--- src/rtl/mem_wb_skid.sv ---
// ---------------------------------------------------------------------------
// mem_wb_skid
//
// MEM/WB pipeline stage for the RV64 core. It is a valid/ready stage with a
// 2-entry skid buffer, so o_ready comes straight from a flop and no ready
// path runs back through the pipe. Writeback source selection and x0 write
// suppression happen when an entry is captured. The register-file write port
// therefore sees registered o_wb_data / o_rd / o_reg_write with no logic in
// front of it.
//
// Ports
//   clk, rst            : clock, synchronous active-high reset
//   i_flush             : drop every held entry and the entry presented now
//   i_valid / o_ready   : upstream handshake (o_ready is a flop output)
//   i_pc4, i_imme, i_pc_imm, i_aluout, i_readdata : MEM-stage data fields
//   i_rd, i_wb_sel, i_reg_write                   : writeback control
//   o_valid / i_ready   : downstream handshake
//   o_pc4 .. o_readdata, o_rd                     : held fields of main entry
//   o_reg_write         : held write enable, already cleared for x0
//   o_wb_data           : held, pre-selected writeback value
// ---------------------------------------------------------------------------
module mem_wb_skid #(
   parameter int DATA_WIDTH = 64,
   parameter int RD_WIDTH   = 5
) (
   input  logic                  clk,
   input  logic                  rst,
   input  logic                  i_flush,
   input  logic                  i_valid,
   output logic                  o_ready,
   input  logic [DATA_WIDTH-1:0] i_pc4,
   input  logic [DATA_WIDTH-1:0] i_imme,
   input  logic [DATA_WIDTH-1:0] i_pc_imm,
   input  logic [DATA_WIDTH-1:0] i_aluout,
   input  logic [DATA_WIDTH-1:0] i_readdata,
   input  logic [RD_WIDTH-1:0]   i_rd,
   input  logic [2:0]            i_wb_sel,
   input  logic                  i_reg_write,
   output logic                  o_valid,
   input  logic                  i_ready,
   output logic [DATA_WIDTH-1:0] o_pc4,
   output logic [DATA_WIDTH-1:0] o_imme,
   output logic [DATA_WIDTH-1:0] o_pc_imm,
   output logic [DATA_WIDTH-1:0] o_aluout,
   output logic [DATA_WIDTH-1:0] o_readdata,
   output logic [RD_WIDTH-1:0]   o_rd,
   output logic                  o_reg_write,
   output logic [DATA_WIDTH-1:0] o_wb_data
);

   typedef struct packed {
      logic [DATA_WIDTH-1:0] pc4;
      logic [DATA_WIDTH-1:0] imme;
      logic [DATA_WIDTH-1:0] pc_imm;
      logic [DATA_WIDTH-1:0] aluout;
      logic [DATA_WIDTH-1:0] readdata;
      logic [DATA_WIDTH-1:0] wb_data;
      logic [RD_WIDTH-1:0]   rd;
      logic                  reg_write;
   } entry_t;

   entry_t cap_entry;
   entry_t main_q, main_d;
   entry_t skid_q, skid_d;
   logic   main_valid_q, main_valid_d;
   logic   skid_valid_q, skid_valid_d;
   logic   ready_q, ready_d;
   logic   acc;
   logic   drn;

   // Handshake qualifiers. Accept uses the registered ready, so nothing
   // combinational from downstream reaches the upstream side.
   assign acc = i_valid & ready_q;
   assign drn = main_valid_q & i_ready;

   // Build the entry as it will be stored: pick the writeback source now and
   // clear the write enable for x0, so the outputs need no decode later.
   always_comb begin
      cap_entry          = '0;
      cap_entry.pc4      = i_pc4;
      cap_entry.imme     = i_imme;
      cap_entry.pc_imm   = i_pc_imm;
      cap_entry.aluout   = i_aluout;
      cap_entry.readdata = i_readdata;
      cap_entry.rd       = i_rd;
      cap_entry.reg_write = i_reg_write & (i_rd != '0);
      case (i_wb_sel)
         3'b000:  cap_entry.wb_data = i_aluout;
         3'b001:  cap_entry.wb_data = i_readdata;
         3'b010:  cap_entry.wb_data = i_pc4;
         3'b011:  cap_entry.wb_data = i_imme;
         3'b100:  cap_entry.wb_data = i_pc_imm;
         default: cap_entry.wb_data = '0;
      endcase
   end

   // Next-state for the two storage slots. Flush clears only the valid
   // flags; data is left alone. Without flush the cases are mutually
   // exclusive in priority order: skid refills main when main drains (no
   // accept is possible then, since ready is low while skid is full), else
   // an accepted entry goes to main if main is free or draining, else to
   // skid, else a drain with nothing behind it empties main.
   always_comb begin
      main_d       = main_q;
      skid_d       = skid_q;
      main_valid_d = main_valid_q;
      skid_valid_d = skid_valid_q;
      if (i_flush) begin
         main_valid_d = 1'b0;
         skid_valid_d = 1'b0;
      end else if (skid_valid_q && drn) begin
         main_d       = skid_q;
         skid_valid_d = 1'b0;
      end else if (acc && (!main_valid_q || drn)) begin
         main_d       = cap_entry;
         main_valid_d = 1'b1;
      end else if (acc && main_valid_q && !drn) begin
         skid_d       = cap_entry;
         skid_valid_d = 1'b1;
      end else if (drn) begin
         main_valid_d = 1'b0;
      end
      ready_d = !skid_valid_d;
   end

   // State registers. Reset clears every field so the write port sees a
   // clean zero entry, and leaves the stage ready to accept.
   always_ff @(posedge clk) begin
      if (rst) begin
         main_q       <= '0;
         skid_q       <= '0;
         main_valid_q <= 1'b0;
         skid_valid_q <= 1'b0;
         ready_q      <= 1'b1;
      end else begin
         main_q       <= main_d;
         skid_q       <= skid_d;
         main_valid_q <= main_valid_d;
         skid_valid_q <= skid_valid_d;
         ready_q      <= ready_d;
      end
   end

   assign o_ready     = ready_q;
   assign o_valid     = main_valid_q;
   assign o_pc4       = main_q.pc4;
   assign o_imme      = main_q.imme;
   assign o_pc_imm    = main_q.pc_imm;
   assign o_aluout    = main_q.aluout;
   assign o_readdata  = main_q.readdata;
   assign o_rd        = main_q.rd;
   assign o_reg_write = main_q.reg_write;
   assign o_wb_data   = main_q.wb_data;

endmodule

--- config.mk ---
export PLATFORM = sky130hd
export DESIGN_NAME = mem_wb_skid
export DESIGN_NICKNAME = d
export VERILOG_FILES = /design/src/rtl/mem_wb_skid.sv
export SDC_FILE = /design/constraint.sdc
export NUM_CORES = 2
export LEC_CHECK = 0
export CORE_AREA = 2 2 280 282
export DETAILED_ROUTE_END_ITERATION = 12
export DIE_AREA = 0 0 282 284
export PLACE_DENSITY_LB_ADDON = 0.25
export RECOVER_POWER = 100
export SETUP_SLACK_MARGIN = 0.02
export SKIP_CTS_REPAIR_TIMING = 1
export SLEW_MARGIN = 10
export SYNTH_ARGS = -nofsm -noshare
export SYNTH_HDL_FRONTEND = slang
export SYNTH_SLANG_ARGS = --single-unit
--- constraint.sdc ---
create_clock -name clk -period 2.55 [get_ports clk]
set_clock_uncertainty 0.2 [all_clocks]
set_input_delay 0.255 -clock clk [delete_from_list [all_inputs] [get_ports clk]]
set_output_delay 0.255 -clock clk [all_outputs]
set_load 0.05 [all_outputs]
Word-level counts from Yosys, hierarchy flattened
Index checks and enable logic that the tools add are counted.
Operators by class
  equal/unequal tests: 5
  multiplexer cells: 10
  bitwise logic cells: 6
  reductions and logical operators: 16
Operator list (count)
  $mux 390: 2
  $pmux 64 s5: 1
  $mux 1: 7
  $eq 3x2->1 const B: 2
  $reduce_bool 5->1: 1
  $logic_and 1x1->1: 4
  $reduce_and 4->1: 1
  $reduce_bool 2->1: 2
  $and 1x1->1: 3
  $eq 3x1->1 const B: 1
  $eq 3x3->1 const B: 1
  $logic_not 1->1: 3
  $logic_not 3->1: 1
  $not 1->1: 3
  $reduce_and 3->1: 1
  $ne 2x2->1 const B: 1
  $reduce_and 2->1: 1
  $reduce_or 2->1: 1
  $logic_or 1x1->1: 1
Storage, ports and cells
  flip-flop bits (word level): 783
  input bits: 334
  word-level logic and storage cells: 56

Logic depth before layout (Yosys ltp)
  depth in word-level cells: 8
  gate-level depth with buffers: 9
  mapped depth without buffers: 4

Least setup slack after synthesis
No wires, ideal clock.
  path type: reg-to-reg
  start point: register ready_q, in the netlist o_ready
  end point: register skid_q[257] (netlist name)
  setup time: 0.132 ns
  arrival time: 1.933 ns
  slack: 0.285 ns
  stages on the path, launching flop included: 9
  path buffers: 4
  period minus slack after synthesis: 2.265 ns
  path through: dfxtp_1 -> nand2_1 -> or3_1 -> clkbuf_1 -> clkbuf_1 -> buf_2 -> buf_2 -> nand2_1 -> a21oi_1
On the way
  word-level cells in the longest chain between the ends: 4
  elaborated cells on any way between the ends: 6
  those cells by class: bitwise: 2; reduce/logical: 4
Ends and longest elaborated chain
  start: declaration: line 67  | logic ready_q, ready_d;
  start signal: assignment: line 140  | ready_q <= ready_d;
  $and 1x1->1 (*): line 73  | assign acc = i_valid & ready_q;
  $logic_and 1x1->1 (on tied branches): line 117, 114
  $logic_and 1x1->1 / $not 1->1 (equally long branches)
  $reduce_and 4->1 (no source line) (*)
  end signal: assignment: line 137  | skid_q <= skid_d;
  end: declaration: line 64  | entry_t skid_q, skid_d;
Mark *: on every way between the ends. The rest lies on a longest branch, timed or not.
A chain may end at the register's enable or synchronous reset.

Final worst setup path
  start point: register main_q (netlist bit o_pc4[30])
  end point: output port o_pc4[30]
RTL lines
  start: declaration: line 63  | entry_t main_q, main_d;
  start signal: assignment: line 136  | main_q <= main_d;
  end: declaration: line 41  | output logic [DATA_WIDTH-1:0] o_pc4,
No word-level cell between the ends.

==> flow_metrics.py <==
metrics = {
    "status": {
        "status": "complete, no violations",
    },
    "yosys": {
        "ys_async_sr_fraction_pct": 0,
        "avgSynthCellArea_um2": 7.89,
        "yosys.cell_types.count": 32,
        "synth_compound_area_share_pct": 23.5,
        "muxShareOfSynthArea_pct": 1.96,
        "synth-xor-area-share_pct": 0,
        "synth_edf_count": 0,
        "seq_area_frac_synth_pct": 48.1,
        "ys_ff_latch": 783,
        "synthCells": 4134,
        "syn-num-nets": 4468,
        "synth_top_family_by_area": "compound AO/OA/AOI/OAI gates",
        "synthAdderAreaFrac_pct": 0,
        "synth-simple-area-share_pct": 20.6,
        "synth.cell_area_um2": 32600,
        "ys.flop_type": "dfxtp_1",
        "synth_warnings": 0,
    },
    "setup_path": {
        "cpPeakStageDelay_ps": 990,
        "timing.rr.start": "o_valid$_SDFFE_PP0P_",
        "criticalPathCategory": "flop to output pin",
        "worstPathCellList": "dlygate4sd3_1",
        "startpoint_type": "flop",
        "r2r-end": "o_pc4[50]$_SDFFE_PP0P_",
        "cp.arrival_ps": 1990,
        "crit_family": "buffers and inverters",
        "crit_cells": 1,
        "required_ps": 2100,
        "startpoint": "o_pc4[30]$_SDFFE_PP0P_",
        "slowest_stage": "dlygate4sd3_1",
        "crit_buf_inv": 1,
        "r2r_slack_ps": 180,
        "r2r.worst_path.cells": 6,
        "endpoint_kind": "output pin",
        "setup.worst_path.end": "o_pc4[30]",
        "path_max_fanout": 2,
    },
    "route": {
        "viasPerCell": 5.73,
        "drc": 0,
        "wl_per_cell_um": 21.1,
        "ant_nets": 0,
        "dr_total_vias": 33400,
        "dr.first_iter.drc_count": 2862,
        "dr.pass1.iters": 6,
        "wirelength_um": 123000,
    },
    "clocking": {
        "htreeDepth": 3,
        "cts-root-buf": "clkbuf_16",
        "cts.path.max_buffers": 3,
        "cts_buffers": 84,
        "cts_tree": "yes",
        "clk_latency_ps": 620,
        "cts.clk_slew.worst_paths_ps": 60,
        "cts_sinks": 783,
    },
    "pwr": {
        "power.density_nw_per_um2": 672,
        "leakage_uw": 0.0166,
        "p_total_uw": 29600,
        "vdd_drop_max_uv": 455,
    },
    "cells_and_area": {
        "layout_commonest_cell": "nand2_1",
        "nets": 5051,
        "layout_common_cells": "1368 x nand2_1, 783 x dfxtp_1, 392 x dlygate4sd3_1, 391 x a21oi_1, 390 x nor2_1",
        "drive_above_1_share_pct": 5.94,
        "n_fill_cell": 6891,
        "syn_to_final_growth_pct": 35.3,
    },
    "global_route": {
        "gr-total-overflow": 0,
        "grt_pass1_wl_um": 185000,
        "grt_max_degree": 94,
        "grt_usage_pct": 29.3,
        "antenna_found_initial": 14,
        "grt_pass1_vias": 30900,
    },
    "placement": {
        "place.gp.congestion": 0.850,
        "dpl.hpwl_um": 84900,
        "port_buffers": 725,
    },
    "sta": {
        "fin_crit_sh_pct": 96.0,
        "fin_crit_ps": 2450,
        "tightest_slew_ps": 1150,
        "holdWs_ps": 50.2,
        "final_hold_viol_count": 0,
        "worst_slew_margin_rel_pct": 23.4,
        "setup_viol": 0,
        "rsz0062_at_grt": "false",
        "tns_ps": 0,
        "fmax_ghz": 0.408,
        "slew_viol_final": 0,
    },
    "worst_hold_path": {
        "holdCritPathClass": "input pin to flop",
    },
    "run": {
        "cap_violations": 0,
    },
    "die": {
        "die_w_um": 282,
        "core_um2": 77000,
        "dieArea_um2": 80100,
        "boundaryPins": 726,
        "rows": 102,
        "die_y_um": 284,
        "start_util_pct": 42.4,
    },
}
[per-stage QoR]
step / instances / utilization, % / setup slack, ps / instance area [µm²]
final: 5821 / 57.3 / 101 / 44100
after global placement: 5670 / 54.3 / 85.0 / 41800
after CTS: 5807 / 57.7 / 5.49 / 44400
after floorplan: 4134 / - / 285 / 32600
after detailed placement: 5670 / 54.3 / 22.4 / 41800
after global routing: 5819 / 57.3 / 69.6 / 44100
[final cells by class]
class / instances / area [µm²] / share of cell area (%)
Inverter: 65 / 244 / 0.553
Clock inverter: 17 / 176 / 0.400
Antenna cell: 13 / 32.5 / 0.0737
Timing Repair Buffer: 902 / 9230 / 20.9
Sequential cell: 783 / 15700 / 35.5
Tap cell: 1040 / 1300 / 2.95
Clock buffer: 120 / 2420 / 5.48
Multi-Input combinational cell: 2881 / 15000 / 34.1
[how the worst min path moves through the flow]
stage,slack [ps],cells after the start,start,end
after floorplan,130,1,i_flush,o_valid$_SDFFE_PP0P_
after global placement,240,2,skid_q[365]$_SDFFE_PP0P_,skid_q[365]$_SDFFE_PP0P_
after detailed placement,250,2,o_wb_data[49]$_SDFFE_PP0P_,o_wb_data[49]$_SDFFE_PP0P_
after CTS,-150,2,rst,skid_q[257]$_SDFFE_PP0P_
after global routing,40,3,i_imme[20],skid_q[282]$_SDFFE_PP0P_
final,50,3,i_pc4[60],skid_q[386]$_SDFFE_PP0P_
[flip-flops by register name, indices dropped and copies added (netlist names)]
name          flops
o_ready           1
o_readdata       64
skid_q          390
o_pc4            64
o_reg_write       1
o_rd              5
o_valid           1
o_imme           64
o_wb_data        64
o_pc_imm         64
skid_valid_q      1
o_aluout         64
[cells in the mapped netlist (2+ instances only)]
cell type	n	share of area, %
a211oi_1	65	1.5
a21oi_1	391	6.0
a221o_1	64	2.0
a221oi_1	63	1.7
a311oi_1	325	8.7
buf_1	10	0.12
buf_2	136	2.1
buf_4	2	0.046
clkbuf_1	257	3.0
dfxtp_1	783	48
inv_1	65	0.75
mux2i_1	64	2.0
nand2_1	1368	16
nand2b_1	3	0.058
nand3b_1	2	0.046
nor2_1	390	4.5
nor3_1	4	0.061
nor3b_1	2	0.046
o21ai_0	2	0.031
o221ai_1	63	1.7
o32ai_1	64	1.7
[kinds of logic after synthesis]
group,after synthesis
flops,783
mux,64
compound gates,1042
buf+inv,470
simple gates,1775
[tightest hold or removal path: stages]
cell and delay (ps):
clkdlybuf4s50_1 440, nand2_1 70, a21oi_1 50
[layer usage]
metal  track usage, %  up-vias  share of wire, %
met2             47.3     1508                47
li1                 -    15600                 -
met5                0        -             0.029
met1             38.1    16000                41
met3             4.68      278               7.7
met4             13.7        6               4.3
[power breakdown]
part | internal, µW | total, µW | switching (µW)
combinational | 1690 | 4870 | 3180
clock | 6760 | 11700 | 4980
sequential | 12700 | 13000 | 339
(Power assumes the default switching activity.)
